[config.mk]
export PLATFORM = sky130hd
export DESIGN_NAME = pipelined_addsub
export DESIGN_NICKNAME = d
export VERILOG_FILES = /design/src/rtl/pipelined_addsub.sv
export SDC_FILE = /design/constraint.sdc
export NUM_CORES = 1
export LEC_CHECK = 0
export ABC_CLOCK_PERIOD_IN_PS = 3600
export BUFFER_PORTS_ARGS = -buffer_cell sky130_fd_sc_hd__buf_2
export CAP_MARGIN = 20
export CORE_ASPECT_RATIO = 0.75
export CORE_UTILIZATION = 55
export DETAILED_ROUTE_END_ITERATION = 8
export PLACE_DENSITY = 0.92
export SETUP_SLACK_MARGIN = 0.05
export SYNTH_ARGS = -nofsm -noshare
export SYNTH_HDL_FRONTEND = slang
export SYNTH_SLANG_ARGS = --single-unit
[constraint.sdc]
create_clock -name clk -period 3.6 [get_ports clk]
set_input_delay 0.36 -clock clk [delete_from_list [all_inputs] [get_ports clk]]
set_output_delay 0.36 -clock clk [all_outputs]
set_load 0.02 [all_outputs]
[src/rtl/pipelined_addsub.sv]
// Pipelined WIDTH-bit add/subtract with carry/borrow, signed overflow and zero flags.
// Latency: STAGES rising edges from operand capture to out_valid; one result per cycle.
// Backpressure: single global stall; in_ready = ~out_valid | out_ready and every stage holds while stalled.
//
// Ports:
//   clk, rst_n          rising-edge clock, asynchronous active-low reset
//   in_valid/in_ready   operand handshake (a, b, c_in, sub)
//   a, b                WIDTH-bit operands
//   c_in                carry-in for add, borrow-in for subtract
//   sub                 0 = a + b + c_in, 1 = a - b - c_in
//   out_valid/out_ready result handshake
//   sum                 WIDTH-bit result
//   c_out               carry out of the MSB (for subtract: 1 = no borrow)
//   overflow            two's-complement signed overflow
//   zero                sum == 0
module pipelined_addsub #(
    parameter int WIDTH  = 32,
    parameter int STAGES = 2
) (
    input  logic             clk,
    input  logic             rst_n,
    input  logic             in_valid,
    output logic             in_ready,
    input  logic [WIDTH-1:0] a,
    input  logic [WIDTH-1:0] b,
    input  logic             c_in,
    input  logic             sub,
    output logic             out_valid,
    input  logic             out_ready,
    output logic [WIDTH-1:0] sum,
    output logic             c_out,
    output logic             overflow,
    output logic             zero
);

    localparam int CW    = WIDTH / STAGES;
    // Stages 0..STAGES-2 live in pipe_q; the last stage is the output register
    // set itself. Keep the array non-empty for the single-stage build.
    localparam int NPIPE = (STAGES > 1) ? STAGES - 1 : 1;

    // One in-flight operation between stages. The remaining operand fields are
    // shifted down each stage so the chunk to work on is always in [CW-1:0];
    // sum holds the finished low chunks with zeros above them.
    typedef struct packed {
        logic             vld;
        logic [WIDTH-1:0] sum;
        logic [WIDTH-1:0] a;
        logic [WIDTH-1:0] bx;
        logic             cy;
    } stg_t;

    stg_t src    [STAGES];   // what stage k works on this cycle
    stg_t nxt    [STAGES];   // stage k result, captured on advance
    stg_t pipe_q [NPIPE];

    logic adv;
    logic ovf_last;
    logic zero_last;

    // Global advance: the whole pipe moves unless a valid result is waiting
    // on a consumer that is not ready. Bubbles move with the pipe.
    assign adv      = ~out_valid | out_ready;
    assign in_ready = adv;

    always_comb begin
        logic [CW:0] chunk;

        // Stage 0 takes the raw operands; subtract is a + ~b + 1 with the
        // borrow-in folded into the inverted carry-in.
        src[0].vld = in_valid;
        src[0].sum = '0;
        src[0].a   = a;
        src[0].bx  = sub ? ~b : b;
        src[0].cy  = c_in ^ sub;
        for (int k = 1; k < STAGES; k++) begin
            src[k] = pipe_q[k-1];
        end

        chunk = '0;
        for (int k = 0; k < STAGES; k++) begin
            chunk      = {1'b0, src[k].a[CW-1:0]} + {1'b0, src[k].bx[CW-1:0]}
                       + {{CW{1'b0}}, src[k].cy};
            nxt[k]     = src[k];
            nxt[k].sum = src[k].sum | (WIDTH'(chunk[CW-1:0]) << (k * CW));
            nxt[k].a   = src[k].a >> CW;
            nxt[k].bx  = src[k].bx >> CW;
            nxt[k].cy  = chunk[CW];
        end

        // In the last stage the working chunk is the top chunk, so bit CW-1 of
        // the remaining operands is the operand sign bit.
        ovf_last  = (src[STAGES-1].a[CW-1] == src[STAGES-1].bx[CW-1])
                 && (nxt[STAGES-1].sum[WIDTH-1] != src[STAGES-1].a[CW-1]);
        zero_last = ~|nxt[STAGES-1].sum;
    end

    always_ff @(posedge clk or negedge rst_n) begin
        if (!rst_n) begin
            for (int k = 0; k < NPIPE; k++) begin
                pipe_q[k] <= '0;
            end
            out_valid <= 1'b0;
            sum       <= '0;
            c_out     <= 1'b0;
            overflow  <= 1'b0;
            zero      <= 1'b0;
        end else if (adv) begin
            for (int k = 0; k < STAGES - 1; k++) begin
                pipe_q[k] <= nxt[k];
            end
            out_valid <= nxt[STAGES-1].vld;
            // Result registers only load real results, so the last result
            // stays visible while a bubble sits at the output.
            if (nxt[STAGES-1].vld) begin
                sum      <= nxt[STAGES-1].sum;
                c_out    <= nxt[STAGES-1].cy;
                overflow <= ovf_last;
                zero     <= zero_last;
            end
        end
    end

endmodule

==> results.py, run 1 <==
metrics = {
    "layout": {
        "final_common_cell": "buf_2",
        "mostFrequentLayoutCells": "105 x buf_2, 103 x nand2_1, 86 x dfrtp_1, 44 x o21ai_0",
        "area_growth_pct": 19.95,
        "num-fill-cells": 641,
        "fin_util_pct": 68.14,
        "layout-drive-gt1-share_pct": 25.54,
        "fin_nets": 703,
    },
    "sta": {
        "period_needed_ns": 3.297,
        "whs_ns": -0.006080,
        "setup-violations-final": 0,
        "fin_setup_tns_ns": 0,
        "worst_pin_slew_ns": 0.5820,
        "hold_violations": 14,
        "rsz0062_at_grt": "false",
        "slew_headroom_pct": 61.20,
        "drv_slew": 0,
        "fin_skew_ns": 0.004746,
        "fmax_ghz": 0.3033,
        "min_period_over_period_pct": 91.57,
        "setup_ws_ns": 0.3035,
    },
    "critical_path": {
        "ff2ff_path_depth": 10,
        "crit_fanout": 3,
        "arrival_ns": 3.52,
        "worstSetupPathType": "reg -> reg",
        "worst_setup_path_start_kind": "flop",
        "crit_required_ns": 3.82,
        "cp_slowest_cell": "fa_1",
        "cpPeakStageDelay_ns": 0.50,
        "cp-end-kind": "flop",
        "crit_chain": "fa_1, fa_1, a211oi_1, o21ai_1, a221o_1, a2111oi_0, a21oi_1, a21o_1, a21oi_1, o21ai_1",
    },
    "grt": {
        "grt_pass1_wl_mm": 19.06,
        "grt.total_usage_pct": 27.45,
        "overflow": 0,
        "grt_max_degree": 87,
        "antenna_found_initial": 2,
        "grt_pass1_vias": 3947,
    },
    "power": {
        "max-vdd-ir-drop_mv": 0.4617,
        "pwr-share-comb_pct": 39.2,
        "p_seq_share_pct": 37.4,
        "fin_total_pwr_mw": 3.988,
        "power_leakage_nw": 2.776,
        "intPower_mw": 2.447,
        "pwr-share-clk_pct": 23.4,
        "power_switching_mw": 1.541,
        "switching_share_pct": 38.63,
        "p_per_area_nw_per_um2": 689.2,
    },
    "route": {
        "routed.top_layer": "met4",
        "via_per_inst": 5.583,
        "drc_errors": 0,
        "routedWlPerCell_um": 16.73,
        "routed_wl_mm": 11.93,
        "vias": 3981,
        "wirelength_met1_mm": 5.326,
        "first_iter_violations": 372,
        "first_pass_iters": 5,
        "met3_length_um": 959,
        "wl_met2_mm": 5.426,
        "final_antenna_net_count": 0,
    },
    "placement": {
        "dp_slack_ns": 0.2293,
        "portBuffers": 106,
        "post-dp-hpwl_mm": 8.592,
        "gp_congestion": 0.9683,
    },
    "clocking": {
        "cts_resized": 0,
        "path_clk_slew_ns": 0.06,
        "htree_num_levels": 3,
        "cts_setup_buffers": 0,
        "holdBufCountCts": 0,
        "cts_made_buffers": 9,
        "cts_tree": "yes",
        "insertion_delay_ns": 0.34,
        "numClockSinks": 86,
        "clockRootBuffer": "clkbuf_16",
        "clock_path_buffers": 2,
    },
    "floorplanning": {
        "dieArea_um2": 9152,
        "die_x_um": 110.1,
        "io_pins": 107,
        "core_um2": 8491,
        "rows": 29,
        "initial_core_util_pct": 56.81,
        "die_y_um": 83.10,
    },
    "job": {
        "maxCapViolCount": 0,
    },
    "yosys": {
        "syn_nets": 600,
        "yosysWarnings": 0,
        "synth-main-ff-cell": "dfrtp_1",
        "async_flop_share_pct": 100.0,
        "synth-seq-area-share_pct": 44.62,
        "synth_seq_cells": 86,
        "postSynthCellCount": 496,
        "synth_cell_types": 40,
        "avgSynthCellArea_um2": 9.725,
        "synth_edf_count": 0,
        "syn_area_um2": 4823,
    },
    "hold_path": {
        "holdCritPathClass": "in -> async",
    },
    "run_status": {
        "violations": "hold timing",
        "status": "finished with violations",
    },
}
==> metrics by stage <==
stage	cells	cell area (µm²)	hold WS, ns
5_1_grt	713	5786	0.02819
3_3_place_gp	695	5461	0.4554
6_report	713	5786	-0.006080
4_1_cts	710	5761	0.2109
3_5_place_dp	695	5461	0.4624
2_1_floorplan	496	4823	0.06441
==> worst max-delay path: cells and delay by family (launching register included) <==
kind	cells	cell delay [ns]
compound gates	8	1.82
fa+ha+maj	2	0.96
flops	1	0.41
==> cell families after synthesis <==
group | Yosys count | synth area share [%]
flip-flops | 86 | 44.62
adder cells (fa/ha/maj) | 34 | 9.442
multiplexers | 20 | 4.669
AO/OA/AOI/OAI | 114 | 14.73
XOR/XNOR | 62 | 11.26
AND/OR/NAND/NOR | 150 | 12.94
buffers and inverters | 30 | 2.335
==> sequential cells by signal (all words and copies together) (netlist names) <==
signal,flops
zero,1
pipe_q,49
out_valid,1
sum,32
c_out,1
nxt,1
overflow,1
==> power by group through the flow <==
| stage | Sequential [mW] | Combinational, mW | Clock [mW] |
|---|---|---|---|
| 2_1_floorplan | 1.68 | 0.821 | 0 |
| 3_3_place_gp | 1.48 | 1.46 | 0 |
| 4_1_cts | 1.49 | 1.55 | 0.940 |
| 5_1_grt | 1.53 | 1.70 | 0.977 |
| 6_report | 1.49 | 1.56 | 0.933 |
| 3_5_place_dp | 1.50 | 1.52 | 0 |
==> Yosys cell counts, drive strengths merged, types with 2 or more instances <==
master,n,area share [%]
a21o,6,0.93
ha,30,7.8
nor4,5,0.65
o211ai,2,0.31
fa,4,1.7
o311ai,2,0.36
nand3,5,0.52
and4b,2,0.42
xnor2,28,5.1
nand2,103,8.0
o21bai,6,0.93
dfrtp,86,45
a2111oi,3,0.93
clkbuf,18,1.4
nand2b,4,0.52
a31oi,3,0.52
nor3,6,0.62
buf,2,0.16
o21ai,49,5.2
a21oi,34,3.5
xor2,34,6.2
nand4,2,0.26
inv,10,0.78
mux2,20,4.7
a211oi,2,0.31
nor2,20,1.6
==> per-layer routing <==
metal | GRT usage [%] | vias up
met3 | 6.750 | 25
met5 | 0 | -
met2 | 41.31 | 179
met1 | 38.39 | 1864
li1 | - | 1913
met4 | 10.29 | 0
==> worst paths after layout <==
check | slack, ns | startpoint | end
min | -0.006 | rst_n | sum[26]$_DFFE_PN0P_
max in group asynchronous | 2.99 | rst_n | pipe_q[1]$_DFFE_PN0N_
min reg2reg | 0.47 | sum[29]$_DFFE_PN0P_ | sum[29]$_DFFE_PN0P_
max | 0.30 | pipe_q[0]$_DFFE_PN0N_ | c_out$_DFFE_PN0P_
min in group clk | 0.21 | a[19] | pipe_q[36]$_DFFE_PN0N_
max reg2reg | 0.30 | pipe_q[0]$_DFFE_PN0N_ | c_out$_DFFE_PN0P_
==> layout make-up <==
cell class                      count  area [µm²]  share of cell area [%]
Clock inverter                      5       60.06                   1.038
Timing Repair Buffer              112       590.6                   10.21
Sequential cell                    86        2152                   37.20
Antenna cell                        2       5.005                 0.08651
Multi-Input combinational cell    380        2566                   44.36
Tap cell                          108       135.1                   2.336
Inverter                           10       37.54                  0.6488
Clock buffer                       10       239.0                   4.131
Note: power is estimated with default switching activity, not from simulation.
==> run 2: changes to the inputs <==
Settings changed: ABC_CLOCK_PERIOD_IN_PS 3600 to 3200.
Clock period 3.6 ns to 3.2 ns, I/O delays scaled along.
==> run 2 against run 1 <==
- the flow now finishes without violations
- clock skew increased by 0.0032 ns
- sequential share of layout area decreased by 0.21 points
- count of clock-buffer cells in the layout decreased by 1
- die area unchanged
- worst setup slack got worse by 0.10 ns
- wire length decreased by 3.4%
- utilization increased by 0.38 points
- final cell count increased by 0.28%
- critical endpoint is now zero$_DFFE_PN0P_
- largest power group unchanged
==> results.py, run 2 (synthesized netlist as in run 1, its figures left out) <==
metrics = {
    "run_status": {
        "status": "completed",
    },
    "power": {
        "p_seq_share_pct": 37.6,
        "max-vdd-ir-drop_mv": 0.5469,
        "p_per_area_nw_per_um2": 765.1,
        "pwr-share-clk_pct": 22.4,
        "pwr-share-comb_pct": 40.0,
        "intPower_mw": 2.684,
        "power_leakage_nw": 2.789,
        "fin_total_pwr_mw": 4.451,
        "power_switching_mw": 1.768,
        "switching_share_pct": 39.71,
    },
    "critical_path": {
        "cp_slowest_cell": "fa_2",
        "crit_path_start": "pipe_q[0]$_DFFE_PN0N_",
        "timing.rr.start": "pipe_q[0]$_DFFE_PN0N_",
        "reg2reg_slack_ns": 0.20,
        "crit_fanout": 3,
        "crit_buf_inv": 0,
        "cp-end-kind": "flop",
        "reg2reg_to": "zero$_DFFE_PN0P_",
        "crit_required_ns": 3.48,
        "ff2ff_path_depth": 9,
        "endpoint": "zero$_DFFE_PN0P_",
        "arrival_ns": 3.28,
        "crit_family": "compound AO/OA/AOI/OAI gates",
        "cpPeakStageDelay_ns": 0.43,
        "cpMostUsedCell": "fa_2",
        "crit_chain": "fa_2, fa_2, a211oi_2, o21ai_1, a221o_1, a2111oi_2, a21oi_1, xnor2_1, a32o_1",
        "worstSetupPathType": "reg -> reg",
        "worst-path-stages": 9,
        "worst_setup_path_start_kind": "flop",
    },
    "clocking": {
        "cts_made_buffers": 9,
        "insertion_delay_ns": 0.34,
        "numClockSinks": 86,
        "cts_tree": "yes",
        "path_clk_slew_ns": 0.07,
        "htree_num_levels": 3,
        "clock_path_buffers": 2,
        "clockRootBuffer": "clkbuf_16",
    },
    "grt": {
        "overflow": 0,
        "antenna_found_initial": 0,
        "grt_pass1_wl_mm": 18.88,
        "grt_max_degree": 87,
        "grt.total_usage_pct": 27.10,
        "grt_pass1_vias": 3923,
    },
    "layout": {
        "num_antenna_cells": 0,
        "final_common_cell": "buf_2",
        "fin_util_pct": 68.52,
        "fin_cells": 715,
        "top_register": "pipe_q",
        "area_growth_pct": 20.62,
        "regArea_um2": 2152,
        "fin_nets": 706,
        "num-fill-cells": 640,
        "multi_input_area_um2": 2590,
        "design_area_um2": 5818,
        "reg_top3": "pipe_q (49), sum (32)",
        "mostFrequentLayoutCells": "105 x buf_2, 103 x nand2_1, 86 x dfrtp_1, 44 x o21ai_0, 34 x xor2_1",
        "layout-drive-gt1-share_pct": 26.85,
        "largest_reg_flops": 49,
    },
    "sta": {
        "setup_ws_ns": 0.1989,
        "slew_headroom_pct": 59.91,
        "fmax_ghz": 0.3332,
        "fin_skew_ns": 0.007923,
        "fin_setup_tns_ns": 0,
        "setup-violations-final": 0,
        "min_period_over_period_pct": 93.79,
        "drv_slew": 0,
        "whs_ns": 0.1686,
        "worst_pin_slew_ns": 0.6013,
        "period_needed_ns": 3.001,
        "hold_violations": 0,
        "rsz0062_at_grt": "false",
    },
    "placement": {
        "post-dp-hpwl_mm": 8.599,
        "dp_slack_ns": -0.01854,
        "dp.cells": 697,
        "portBuffers": 106,
        "gp_congestion": 0.9555,
        "placed_area_um2": 5480,
    },
    "route": {
        "final_antenna_net_count": 0,
        "met3_length_um": 867,
        "wl_met2_mm": 5.208,
        "wirelength_met1_mm": 5.248,
        "routed_wl_mm": 11.53,
        "vias": 4019,
        "drc_errors": 0,
        "routed.top_layer": "met4",
        "routedWlPerCell_um": 16.13,
        "first_iter_violations": 311,
        "first_pass_iters": 5,
        "via_per_inst": 5.621,
    },
    "floorplanning": {
        "rows": 29,
        "io_pins": 107,
        "core_um2": 8491,
        "die_x_um": 110.1,
        "initial_core_util_pct": 56.81,
        "die_y_um": 83.10,
        "dieArea_um2": 9152,
    },
    "hold_path": {
        "holdCritPathClass": "in -> reg",
    },
    "job": {
        "maxCapViolCount": 0,
    },
}
[run 2: how the worst min path moves through the flow]
stage,slack [ns],depth (start not counted),startpoint,endpoint
CTS,0.17,3,a[24],pipe_q[41]$_DFFE_PN0N_
global route,0.18,3,a[24],pipe_q[41]$_DFFE_PN0N_
global placement,0.45,2,pipe_q[36]$_DFFE_PN0N_,pipe_q[36]$_DFFE_PN0N_
finish,0.17,3,a[24],pipe_q[41]$_DFFE_PN0N_
floorplan,0.02,0,rst_n,c_out$_DFFE_PN0P_
detailed placement,0.47,2,pipe_q[42]$_DFFE_PN0N_,pipe_q[42]$_DFFE_PN0N_
[run 2: layer usage]
layer	vias to the layer above	global-route usage, %
met1	1909	39.45
li1	1926	-
met2	162	40.34
met4	0	8.373
met5	-	0
met3	22	6.201
[run 2: power groups by stage]
stage	clock [mW]	sequential, mW	combinational [mW]
2_1_floorplan	0	1.89	0.926
3_3_place_gp	0	1.67	1.65
3_5_place_dp	0	1.69	1.73
4_1_cts	1.01	1.67	1.76
5_1_grt	1.05	1.71	1.95
6_report	0.996	1.67	1.78
[run 2: timing repair]
action                                  CTS  global route
endpoints found under the hold margin     0            15
setup buffers                             0             0
hold buffers                              0             1
pin swaps                                 0             1
resized for setup                         3             3
endpoints found under the setup margin    3             3
[run 2: area by class of cell]
| cell class | count | area share, % |
|---|---|---|
| Multi-Input combinational cell | 380 | 44.52 |
| Tap cell | 108 | 2.323 |
| Inverter | 10 | 0.6452 |
| Clock inverter | 7 | 0.9462 |
| Timing Repair Buffer | 115 | 10.71 |
| Clock buffer | 9 | 3.871 |
| Sequential cell | 86 | 36.99 |
[run 2: worst reg2reg max path, delay by kind of cell (launching register included)]
kind | cells | cell delay, ns
AO/OA/AOI/OAI | 6 | 1.46
XOR/XNOR | 1 | 0.28
adder cells (fa/ha/maj) | 2 | 0.80
flip-flops | 1 | 0.41
